$ cat src/rtl/pe_mac_sequencer_pkg.sv
// pe_mac_sequencer_pkg: shared job-sequencer state encoding and default widths
package pe_mac_sequencer_pkg;
  localparam int W_DEF = 16;
  localparam int A_DEF = 7;
  typedef enum logic [2:0] {IDLE, LOAD, COMPUTE, DRAIN, DONE} state_t;
endpackage

$ cat src/rtl/pe_mac_sequencer_addr_counter.sv
// pe_addr_counter: store address counter that wraps to zero on reaching its terminal value
module pe_addr_counter #(
  parameter int A = 7
) (
  input  logic         clk,
  input  logic         rst,
  input  logic         clr,
  input  logic         en,
  input  logic [A-1:0] last,
  output logic [A-1:0] count,
  output logic         term
);
  assign term = count == last;
  // wrapping at the terminal value leaves the counter at 0 for the next phase
  always_ff @(posedge clk or posedge rst)
    if (rst) count <= '0;
    else count <= clr ? '0 : en ? (term ? '0 : count + A'(1)) : count;
endmodule

$ cat src/rtl/pe_mac_sequencer.sv
// pe_mac_sequencer: loads a PE's kernel/neuron stores, then steps reads and accumulates the dot product
module pe_mac_sequencer
  import pe_mac_sequencer_pkg::*;
#(
  parameter int W = W_DEF,
  parameter int A = A_DEF
) (
  input  logic         CLK,
  input  logic         RST,
  input  logic         start,
  input  logic [A:0]   len,
  input  logic         in_valid,
  output logic         in_ready,
  input  logic [W-1:0] kernel_in,
  input  logic [W-1:0] neuron_in,
  output logic         kernel_write,
  output logic         neuron_write,
  output logic [W-1:0] kernel_data,
  output logic [W-1:0] neuron_data,
  output logic [A-1:0] store_address,
  input  logic [W-1:0] psum_in,
  output logic [W-1:0] psum_out,
  output logic         busy,
  output logic         done,
  output logic [W-1:0] result
);
  state_t state;
  logic [A-1:0] last;
  logic term, hs, go, acc_v;
  assign go = state == IDLE && start && len != '0;
  assign hs = state == LOAD && in_valid;
  assign in_ready = state == LOAD;
  assign kernel_write = hs;
  assign neuron_write = hs;
  assign kernel_data = hs ? kernel_in : '0;
  assign neuron_data = hs ? neuron_in : '0;
  assign busy = state != IDLE;
  assign done = state == DONE;
  pe_addr_counter #(.A(A)) u_cnt (
    .clk(CLK),
    .rst(RST),
    .clr(go),
    .en(hs || state == COMPUTE),
    .last(last),
    .count(store_address),
    .term(term)
  );
  // job FSM; last holds N-1, with lengths of 2^A or more clamped to 2^A
  always_ff @(posedge CLK or posedge RST)
    if (RST) begin
      state <= IDLE;
      last <= '0;
    end else
      case (state)
        IDLE: if (go) begin
          state <= LOAD;
          last <= len[A] ? '1 : len[A-1:0] - A'(1);
        end
        LOAD: if (hs && term) state <= COMPUTE;
        COMPUTE: if (term) state <= DRAIN;
        DRAIN: state <= DONE;
        DONE: state <= IDLE;
        default: state <= IDLE;
      endcase
  // acc_v trails each issued read address by one cycle to match the synchronous store read
  always_ff @(posedge CLK or posedge RST)
    if (RST) begin
      acc_v <= 1'b0;
      psum_out <= '0;
      result <= '0;
    end else begin
      acc_v <= state == COMPUTE;
      psum_out <= go ? '0 : acc_v ? psum_in : psum_out;
      result <= done ? psum_out : result;
    end
endmodule

$ cat config.mk
export PLATFORM = sky130hd
export DESIGN_NAME = pe_mac_sequencer
export DESIGN_NICKNAME = d
export VERILOG_FILES = /design/src/rtl/pe_mac_sequencer_pkg.sv /design/src/rtl/pe_mac_sequencer_addr_counter.sv /design/src/rtl/pe_mac_sequencer.sv
export SDC_FILE = /design/constraint.sdc
export NUM_CORES = 1
export LEC_CHECK = 0
export CAP_MARGIN = 20
export CORE_ASPECT_RATIO = 0.7
export CORE_MARGIN = 4
export CORE_UTILIZATION = 36
export DETAILED_ROUTE_END_ITERATION = 16
export GPL_ROUTABILITY_DRIVEN = 0
export GPL_TIMING_DRIVEN = 1
export PLACE_DENSITY = 0.83
export SLEW_MARGIN = 20
export SYNTH_ARGS = -nofsm -noshare
export SYNTH_HDL_FRONTEND = slang
export SYNTH_SLANG_ARGS = --single-unit
$ cat constraint.sdc
create_clock -name CLK -period 1.42 [get_ports CLK]
set_input_delay 0.284 -clock CLK [delete_from_list [all_inputs] [get_ports CLK]]
set_output_delay 0.284 -clock CLK [all_outputs]
set_load 0.01 [all_outputs]
==> impl_results.md <==
* Row count at 25
* Synth Area in Adders at 0.0147
* Power per cell area at 1410 mW/mm^2
* Die Y at 78.5 um
* Post-route design area at 0.00502 sq mm
* Area grow syn2layout at 96.7%
* RSZ-0062 raised after global routing: yes
* Clock tree buffer depth at 2
* Syn nets at 306
* Vias in the first global route at 2690
* Die area at 0.00852 sq mm
* Data arrival, critical path at 1550 ps
* Final hold viol count at 0
* Synth Area per Inst at 10.5 sq um
* Post-route setup TNS at -23670 ps
* H-tree depth at 2
* IO Count at 136
* Starting DRT DRC Count at 148
* Max VDD drop at 741 uV
* Synth Cell Area at 0.00255 sq mm
* Crit-path max FO at 6
* Synth cell types at 34
* Initial antenna violation count at 0
* Peak Freq at 544 MHz
* Largest net degree at the start of global routing at 51
* Max Slew Vio Count at 0
* I/O Buffers at 135
* Cells on worst reg2reg path at 8
* HP Class: in -> async
* Post-DP Area at 0.00436 sq mm
* Relative slew slack at 0.797
* 1st-pass router iterations at 4
* DP HPWL at 6140 um
* Vias at 2629
* Synth top area share at 0.490
* Seq/Total Area, Yosys at 0.490
* CP Data Required Time at 1140 ps
* Antenna-violating nets left at 0
* Worst Skew at 16.7 ps
* Max-cap violation count at 0
* Final setup vio count at 86
* GR Util All Layers at 0.215
* Pre-CTS setup slack at -814 ps
* Setup CP Type: reg -> out
* GRT overflow at 0
* Simple-gate area share of the yosys netlist at 0.195
* Reg clk slew, reported paths at 110 ps
* Crit path time final at 1840 ps
* FF-to-FF Start: state[0]
* DRC viols at 0
* CP startpoint kind: flop
* Status: finished, violations left
* Chip Width at 109 um
* Slew @ Worst Pin at 303 ps
* Tcrit/Tclk final at 1.29
* R2R Path End: u_cnt.count[0]
* Multiplexer share of the synthesized area at 0.133
* Most frequent cells in the layout: clkdlybuf4s50_1, dfrtp_1, buf_6
* Synth area leaders: dfrtp_1, and2_1, mux2_2
* Failing checks: negative setup slack
* Worst reg-to-reg setup slack at -390 ps
* Routed wire length at 9820 um
* Syn Inst Count at 243
* Avg WL per Cell at 18.6 um
* Largest family of logic cells by synthesized area: simple AND/OR/NAND/NOR gates
* Xor-xnor portion of the synthesized cell area at 0.0412
* CTS Hold Buffers Added at 0
* # nets final at 496
* Starting Density at 0.374
* Diode count at 0
* CTS tree: done
* Synth warn at 0
* Vias/cell at 4.98
* Clock sinks at 50
* Setup ws final at -417 ps
* Total power at 7070 uW
* Largest area contributor in the netlist: dfrtp_1
* Worst skew pair latency at 300 ps
* Min Hold Slack at 382 ps
* Clk root buf: clkbuf_8
* Kind of end point of the critical path: output pin
* Compound-Gate Fraction of Synth Area at 0.0863
* Most common cell after layout, fill and taps aside: clkdlybuf4s50_1
* Number of synthesized register bits at 50
* First-pass GRT wire length at 14400 um
* Leak at 0.00239 uW
* Core footprint at 0.00682 sq mm
* CTS Buf Count at 5
* Ratio of cells with drive above 1 in the final layout at 0.433
## layout make-up
class | instances | area [sq um]
repair buffers | 195 | 1960
fillers | 451 | 1800
multi-input cells | 174 | 1540
flip-flops and latches | 50 | 1250
well taps | 94 | 118
clock buffers | 6 | 82.6
inverters | 7 | 45.0
clock inverters | 2 | 17.5
## repair_timing
action | in CTS | in global routing
resized for setup | 297 | 62
setup endpoints to repair | 123 | 90
buffers inserted | 14 | 8
pin swaps | 24 | 19
hold endpoints to repair | 0 | 0
gates cloned | 5 | 1
## per-layer routing
metal  track usage  wire length (um)  vias to the layer above
met4        0.0265               150                        0
li1              -                 -                     1220
met2         0.380              5080                      105
met1         0.281              4080                     1288
met5             0                 0                        -
met3        0.0403               505                       16
## how the worst max path moves through the flow
stage,from,end,slack [ps],cells past startpoint
after detailed placement,in_valid,neuron_data[8],-810,6
after floorplan,len[3],last[0],-110,6
after CTS,state[1],neuron_data[2],-390,6
after global routing,state[2],neuron_data[10],-470,6
final,state[2],neuron_data[10],-420,6
after global placement,in_valid,neuron_data[8],-720,6
## worst max-delay path: stages (launching register included)
cell       delay (ps)
dfrtp_1           400
nand4bb_4         260
clkinv_4          110
buf_6             110
buf_6             110
and2_1            120
buf_2             130
## stage by stage
step,std cells,util
after floorplan,243,-
after global routing,528,0.736
final,528,0.736
after detailed placement,502,0.640
after CTS,527,0.713
after global placement,502,0.640
## cells in the mapped netlist, drive strengths merged
| cell | count |
|---|---|
| and2 | 33 |
| o31a | 1 |
| nor2b | 1 |
| o21ai | 2 |
| o211ai | 8 |
| and3b | 1 |
| nand4 | 1 |
| a21o | 2 |
| nor2 | 31 |
| nand2 | 11 |
| xnor2 | 10 |
| o221ai | 4 |
| a31oi | 5 |
| o211a | 1 |
| ha | 3 |
| dfrtp | 50 |
| xor2 | 2 |
| or3b | 2 |
| nand4bb | 1 |
| nand2b | 1 |
| nor3 | 4 |
| nor3b | 2 |
| buf | 7 |
| nand3 | 6 |
| inv | 7 |
| a21oi | 7 |
| clkbuf | 5 |
| o22ai | 1 |
| a311oi | 1 |
| or4 | 1 |
| mux2i | 16 |
| mux2 | 16 |
## sequential cells by signal, summed over array words and instances (netlist names)
signal / count
state: 3
psum_out: 16
result: 16
acc_v: 1
last: 7
u_cnt.count: 7
## logic make-up (layout without fill, tap and decap cells)
family          Yosys count  after routing
xor+xnor                 12             12
mux                      32             32
buf+inv                  19            210
compound gates           32             32
flops                    50             50
simple gates             95             95
fa+ha+maj                 3              3
## report_power, final
group / total, uW / leakage, uW / internal (uW) / switching [uW]
logic: 4220 / 0.00169 / 2360 / 1860
registers: 1960 / 0.000643 / 1690 / 265
clock network: 895 / 0.0000514 / 402 / 493
total: 7070 / 0.00239 / 4450 / 2620
Power figures use the tool's default switching activity.
